### src/rtl/mc_control.sv
// Multicycle MIPS control unit: Moore FSM sequencing fetch/decode/execute/memory/writeback.
// Only the state register is sequential; every control output is decoded from it.
module mc_control (
  input  logic       clk,
  input  logic       rst_n,
  input  logic [5:0] opcode,
  input  logic [5:0] funct,
  input  logic       zero,
  output logic [2:0] alu_sel,
  output logic       alu_src_a,
  output logic [1:0] alu_src_b,
  output logic       iord,
  output logic       ir_write,
  output logic       mem_write,
  output logic       reg_write,
  output logic       reg_dst,
  output logic       mem_to_reg,
  output logic [1:0] pc_src,
  output logic       pc_en,
  output logic       illegal,
  output logic [3:0] state
);

  typedef enum logic [3:0] {
    S_IDLE   = 4'd0,
    S_FETCH  = 4'd1,
    S_DECODE = 4'd2,
    S_MEMADR = 4'd3,
    S_MEMRD  = 4'd4,
    S_MEMWB  = 4'd5,
    S_MEMWR  = 4'd6,
    S_EXEC   = 4'd7,
    S_ALUWB  = 4'd8,
    S_BEQ    = 4'd9,
    S_ADDIEX = 4'd10,
    S_ADDIWB = 4'd11,
    S_JUMP   = 4'd12
  } state_e;

  localparam logic [2:0] ALU_AND = 3'b000;
  localparam logic [2:0] ALU_OR  = 3'b001;
  localparam logic [2:0] ALU_ADD = 3'b010;
  localparam logic [2:0] ALU_SUB = 3'b100;
  localparam logic [2:0] ALU_MUL = 3'b101;
  localparam logic [2:0] ALU_SLT = 3'b110;
  localparam logic [2:0] ALU_NOP = 3'b111;

  state_e state_q, state_d;
  logic   pc_write;
  logic   branch;

  // Next-state and control decode
  always_comb begin
    state_d    = S_FETCH;
    alu_sel    = ALU_AND;
    alu_src_a  = 1'b0;
    alu_src_b  = 2'b00;
    iord       = 1'b0;
    ir_write   = 1'b0;
    mem_write  = 1'b0;
    reg_write  = 1'b0;
    reg_dst    = 1'b0;
    mem_to_reg = 1'b0;
    pc_src     = 2'b00;
    illegal    = 1'b0;
    pc_write   = 1'b0;
    branch     = 1'b0;
    case (state_q)
      S_IDLE: state_d = S_FETCH;
      S_FETCH: begin
        alu_src_b = 2'b01;
        alu_sel   = ALU_ADD;
        ir_write  = 1'b1;
        pc_write  = 1'b1;
        state_d   = S_DECODE;
      end
      S_DECODE: begin
        // Precompute the branch target while the opcode is decoded
        alu_src_b = 2'b11;
        alu_sel   = ALU_ADD;
        case (opcode)
          6'h23, 6'h2B: state_d = S_MEMADR;
          6'h00:        state_d = S_EXEC;
          6'h04:        state_d = S_BEQ;
          6'h08:        state_d = S_ADDIEX;
          6'h02:        state_d = S_JUMP;
          default: begin
            illegal = 1'b1;
            state_d = S_FETCH;
          end
        endcase
      end
      S_MEMADR: begin
        alu_src_a = 1'b1;
        alu_src_b = 2'b10;
        alu_sel   = ALU_ADD;
        state_d   = (opcode == 6'h23) ? S_MEMRD : S_MEMWR;
      end
      S_MEMRD: begin
        iord    = 1'b1;
        state_d = S_MEMWB;
      end
      S_MEMWB: begin
        mem_to_reg = 1'b1;
        reg_write  = 1'b1;
        state_d    = S_FETCH;
      end
      S_MEMWR: begin
        iord      = 1'b1;
        mem_write = 1'b1;
        state_d   = S_FETCH;
      end
      S_EXEC: begin
        alu_src_a = 1'b1;
        state_d   = S_ALUWB;
        case (funct)
          6'h20:   alu_sel = ALU_ADD;
          6'h22:   alu_sel = ALU_SUB;
          6'h24:   alu_sel = ALU_AND;
          6'h25:   alu_sel = ALU_OR;
          6'h2A:   alu_sel = ALU_SLT;
          6'h18:   alu_sel = ALU_MUL;
          default: begin
            alu_sel = ALU_NOP;
            illegal = 1'b1;
            state_d = S_FETCH;
          end
        endcase
      end
      S_ALUWB: begin
        reg_dst   = 1'b1;
        reg_write = 1'b1;
        state_d   = S_FETCH;
      end
      S_BEQ: begin
        alu_src_a = 1'b1;
        alu_sel   = ALU_SUB;
        pc_src    = 2'b01;
        branch    = 1'b1;
        state_d   = S_FETCH;
      end
      S_ADDIEX: begin
        alu_src_a = 1'b1;
        alu_src_b = 2'b10;
        alu_sel   = ALU_ADD;
        state_d   = S_ADDIWB;
      end
      S_ADDIWB: begin
        reg_write = 1'b1;
        state_d   = S_FETCH;
      end
      S_JUMP: begin
        pc_src   = 2'b10;
        pc_write = 1'b1;
        state_d  = S_FETCH;
      end
      default: state_d = S_FETCH;
    endcase
    pc_en = pc_write | (branch & zero);
  end

  // State register
  always_ff @(posedge clk or negedge rst_n) begin
    if (!rst_n) state_q <= S_IDLE;
    else        state_q <= state_d;
  end

  assign state = state_q;

endmodule

### config.mk
export PLATFORM = sky130hd
export DESIGN_NAME = mc_control
export DESIGN_NICKNAME = d
export VERILOG_FILES = /design/src/rtl/mc_control.sv
export SDC_FILE = /design/constraint.sdc
export NUM_CORES = 1
export LEC_CHECK = 0
export ABC_AREA = 1
export BUFFER_PORTS_ARGS = -buffer_cell sky130_fd_sc_hd__buf_4
export CORE_UTILIZATION = 42
export CTS_CLUSTER_DIAMETER = 60
export DETAILED_ROUTE_END_ITERATION = 10
export PLACE_DENSITY = 0.78
export SETUP_SLACK_MARGIN = 0.15
export SLEW_MARGIN = 20
export SYNTH_ARGS = -nofsm -noshare
export SYNTH_HDL_FRONTEND = slang
export SYNTH_SLANG_ARGS = --single-unit
### constraint.sdc
create_clock -name clk -period 1.4 [get_ports clk]
set_input_delay 0.21 -clock clk [delete_from_list [all_inputs] [get_ports clk]]
set_output_delay 0.21 -clock clk [all_outputs]
set_load 0.05 [all_outputs]
==> flow_metrics.env, run 1 <==
export IMPL_port_buffer_count=34
export IMPL_initial_core_util_pct=45.2
export IMPL_cts_root_buf="clkbuf_4"
export IMPL_synth_cells=113
export IMPL_ios=35
export IMPL_die_x_um=39.7
export IMPL_syn_num_nets=128
export IMPL_rows=13
export IMPL_dpl_hpwl_mm=1.85
export IMPL_synth_yosys_warnings=0
export IMPL_status="aborted with a tool error"
export IMPL_cts_setup_buffers=3
export IMPL_haltStage="clock tree synthesis"
export IMPL_syn_cell_area_sq_um=596
export IMPL_yosysUniqueCellTypes=20
export IMPL_cts_resized=30
export IMPL_numCtsBuffers=3
export IMPL_synth_seq_area_share_pct=16.8
export IMPL_synth_seq_cells=4
export IMPL_cts_hold_buf=1
export IMPL_firstError="[ERROR DPL-0038] Utilization greater than 100%, impossible to legalize"
export IMPL_cts_htree_levels=1
export IMPL_gp_congestion=0.795
export IMPL_syn_avg_cell_area_sq_um=5.27
export IMPL_clkSinkCount=4
export IMPL_cts_buffer_depth=2
export IMPL_die_height_um=39.7
-- cells by family after synthesis --
logic type | count (synthesis) | share of synthesized area, %
compound gates | 10 | 10.9
buf+inv | 25 | 15.8
flops | 4 | 16.8
simple gates | 74 | 56.5
-- synth_stat cells --
cell type / count / area (sq um)
nor3_1: 3 / 15.0
nand2_2: 2 / 12.5
o21ai_1: 1 / 5.00
o21bai_1: 1 / 7.51
inv_2: 3 / 11.3
a21boi_0: 1 / 7.51
o21ai_0: 3 / 15.0
and2_1: 1 / 6.26
nand4_1: 4 / 25.0
dfrtp_1: 4 / 100
a211o_1: 1 / 8.76
nor2_1: 25 / 93.8
inv_1: 22 / 82.6
nor2_4: 3 / 33.8
nor2_2: 1 / 6.26
a21oi_1: 1 / 5.00
nand3_1: 10 / 50.1
a21oi_2: 1 / 8.76
o211ai_1: 1 / 7.51
nand2_1: 25 / 93.8
-- through the flow --
| stage | instance area, sq um | util (%) | worst slack (ns) | setup TNS, ns | cells |
|---|---|---|---|---|---|
| after detailed placement | 1210 | 91.5 | -0.156 | -0.596 | 180 |
| after global placement | 1210 | 91.5 | -0.0951 | -0.306 | 180 |
| after floorplan | 785 | - | -0.366 | -2.02 | 113 |
==> inputs of run 2 (changes only) <==
--- a/config.mk
+++ b/config.mk
@@ -7,11 +7,10 @@
 export LEC_CHECK = 0
 export ABC_AREA = 1
 export BUFFER_PORTS_ARGS = -buffer_cell sky130_fd_sc_hd__buf_4
-export CORE_UTILIZATION = 42
-export CTS_CLUSTER_DIAMETER = 60
+export CORE_AREA = 2 2 63 65
 export DETAILED_ROUTE_END_ITERATION = 10
-export PLACE_DENSITY = 0.78
-export SETUP_SLACK_MARGIN = 0.15
+export DIE_AREA = 0 0 65 67
+export PLACE_DENSITY_LB_ADDON = 0.15
 export SLEW_MARGIN = 20
 export SYNTH_ARGS = -nofsm -noshare
 export SYNTH_HDL_FRONTEND = slang
==> run 2 against run 1 <==
Effect of this change:
- the flow now finishes, with violations (negative setup slack)
- synthesized cell count stayed put
- synthesized area stayed put
==> flow_metrics.env, run 2 <==
export IMPL_status="finished with violations"
export IMPL_violations="negative setup slack"
export IMPL_fin_crit_ns=1.69
export IMPL_clk_latency_ns=0.21
export IMPL_grt_pass1_wl_mm=3.73
export IMPL_grt_usage_pct=10.5
export IMPL_synth_cells=113
export IMPL_avgRoutedWirePerCell_um=9.00
export IMPL_clkSinkCount=4
export IMPL_core_area_sq_um=3610
export IMPL_synth_seq_area_share_pct=16.8
export IMPL_antenna_cells=0
export IMPL_crit_type="reg -> out"
export IMPL_synth_top_area_cell="dfrtp_1"
export IMPL_initial_core_util_pct=16.5
export IMPL_drive_above_1_share_pct=60.9
export IMPL_post_route_period_util_pct=121
export IMPL_gp_congestion=0.790
export IMPL_clock_fmax_ghz=0.592
export IMPL_layout_common_cells="buf_4 (42), nand2_1 (18), inv_1 (16)"
export IMPL_final_core_util_pct=40.6
export IMPL_dr_pass1_iters=4
export IMPL_grt_overflow_total=0
export IMPL_worst_slew_pin_slew_ns=0.471
export IMPL_cts_buffer_depth=2
export IMPL_min_path_type="in -> reg"
export IMPL_cts_htree_levels=1
export IMPL_die_area_sq_um=4360
export IMPL_yosysUniqueCellTypes=20
export IMPL_die_height_um=67
export IMPL_worstPathRequired_ns=1.19
export IMPL_synth_edf_count=0
export IMPL_syn_num_nets=128
export IMPL_regArea_sq_um=108
export IMPL_synth_area_leaders="dfrtp_1 (17%), nand2_1 (16%), nor2_1 (16%), inv_1 (14%), nand3_1 (8.4%)"
export IMPL_place_ws_ns=-0.136
export IMPL_syn_cell_area_sq_um=596
export IMPL_syn2layout_area_growth_pct=146
export IMPL_drt_iter0_drc=14
export IMPL_rsz0062_at_grt="true"
export IMPL_fin_hold_ws_ns=0.205
export IMPL_max_cap_violations=0
export IMPL_clock_skew_ns=0.000619
export IMPL_p_per_area_nw_per_um2=2260
export IMPL_critPathMaxFanout=5
export IMPL_synthFlopType="dfrtp_1"
export IMPL_leakage_nw=0.737
export IMPL_async_flop_share_pct=100
export IMPL_grt_max_degree=7
export IMPL_port_buffer_count=34
export IMPL_cp_start_kind="register"
export IMPL_multiInputGateArea_sq_um=581
export IMPL_grt_pass1_vias=886
export IMPL_dpl_hpwl_mm=1.81
export IMPL_maxSlewHeadroom_pct=68.5
export IMPL_tns_ns=-2.95
export IMPL_routed_wl_mm=2.04
export IMPL_viasPerCell=4.02
export IMPL_antenna_found_initial=0
export IMPL_nNetsFinal=196
export IMPL_worstSetupEndpointType="output pin"
export IMPL_peakVddDrop_mv=0.504
export IMPL_postRouteAntennaNets=0
export IMPL_ios=35
export IMPL_cp_arrival_ns=1.48
export IMPL_synth_seq_cells=4
export IMPL_finalPower_mw=3.31
export IMPL_rows=22
export IMPL_numCtsBuffers=3
export IMPL_route_detailed_drc=0
export IMPL_clkTransAtPathRegs_ns=0.03
export IMPL_synth_common_cells="nand2_1 (25), nor2_1 (25), inv_1 (22)"
export IMPL_syn_avg_cell_area_sq_um=5.27
export IMPL_setup_slack_ns=-0.288
export IMPL_mostFrequentLayoutCell="buf_4"
export IMPL_largest_reg_flops=4
export IMPL_final_setup_viol_count=17
export IMPL_filler_cell_count=413
export IMPL_cts_tree="yes"
export IMPL_yosysTopAreaCellShare_pct=16.8
export IMPL_synth_yosys_warnings=0
export IMPL_die_x_um=65
export IMPL_slew_viol_final=0
export IMPL_hold_violations=0
export IMPL_vias=913
export IMPL_cts_root_buf="clkbuf_8"
run 2: cell counts after synthesis:
No cell type changed its count.
run 2: where the power goes:
group | switching [mW] | internal [mW]
sequential | 0.105 | 0.175
combinational | 1.62 | 1.18
clock | 0.0519 | 0.183
total | 1.77 | 1.53
run 2: final timing paths:
kind,depth (start not counted),slack (ns),startpoint,endpoint
max,6,-0.29,state[2],pc_en
min,2,0.21,opcode[2],state[1]
max reg2reg,8,-0.06,state[2],state[0]
min reg2reg,4,0.83,state[0],state[3]
max in group asynchronous,2,0.96,rst_n,state[2]
min in group asynchronous,2,0.33,rst_n,state[2]
run 2: critical path, cell delays in order, from the launching register on:
cell,delay [ns]
dfrtp_4,0.45
nor2_4,0.05
buf_4,0.14
nand2_4,0.10
clkinvlp_4,0.11
a211o_4,0.27
buf_6,0.15
run 2: cell type report:
type / instances / share of cell area (%)
multi-input combinational: 84 / 39.6
sequential: 4 / 7.34
clock buffer: 3 / 2.82
inverter: 25 / 7.00
timing repair buffer: 63 / 39.1
tap: 48 / 4.10
run 2: layer usage:
metal / part of all wire, % / vias to the layer above / track usage, % / wire, um
li1: - / 485 / - / -
met1: 43 / 404 / 12.7 / 888
met2: 52 / 24 / 20.1 / 1060
met3: 4.5 / 0 / 1.18 / 91
met4: 0 / 0 / 1.60 / 0
met5: 0 / - / 0 / 0
run 2: what timing repair did:
item                                    in CTS  in global routing
endpoints found under the setup margin      17                 18
hold buffers                                 1                  0
gates resized for setup                     32                  2
pin swaps                                    8                  9
hold endpoints to repair                     4                  0
buffers inserted                             5                  2
run 2: kinds of logic (layout without fill, tap and decap cells):
family          count (synthesis)  after routing  synth area share (%)
flops                           4              4                  16.8
simple gates                   74             74                  56.5
compound gates                 10             10                  10.9
buf+inv                        25             91                  15.8
run 2: through the flow:
| stage | cell area (sq um) | cells |
|---|---|---|
| final | 1470 | 227 |
| after global placement | 1240 | 216 |
| after global routing | 1470 | 227 |
| after floorplan | 763 | 113 |
| after detailed placement | 1240 | 216 |
| after CTS | 1450 | 225 |
Power figures use the tool's default switching activity.
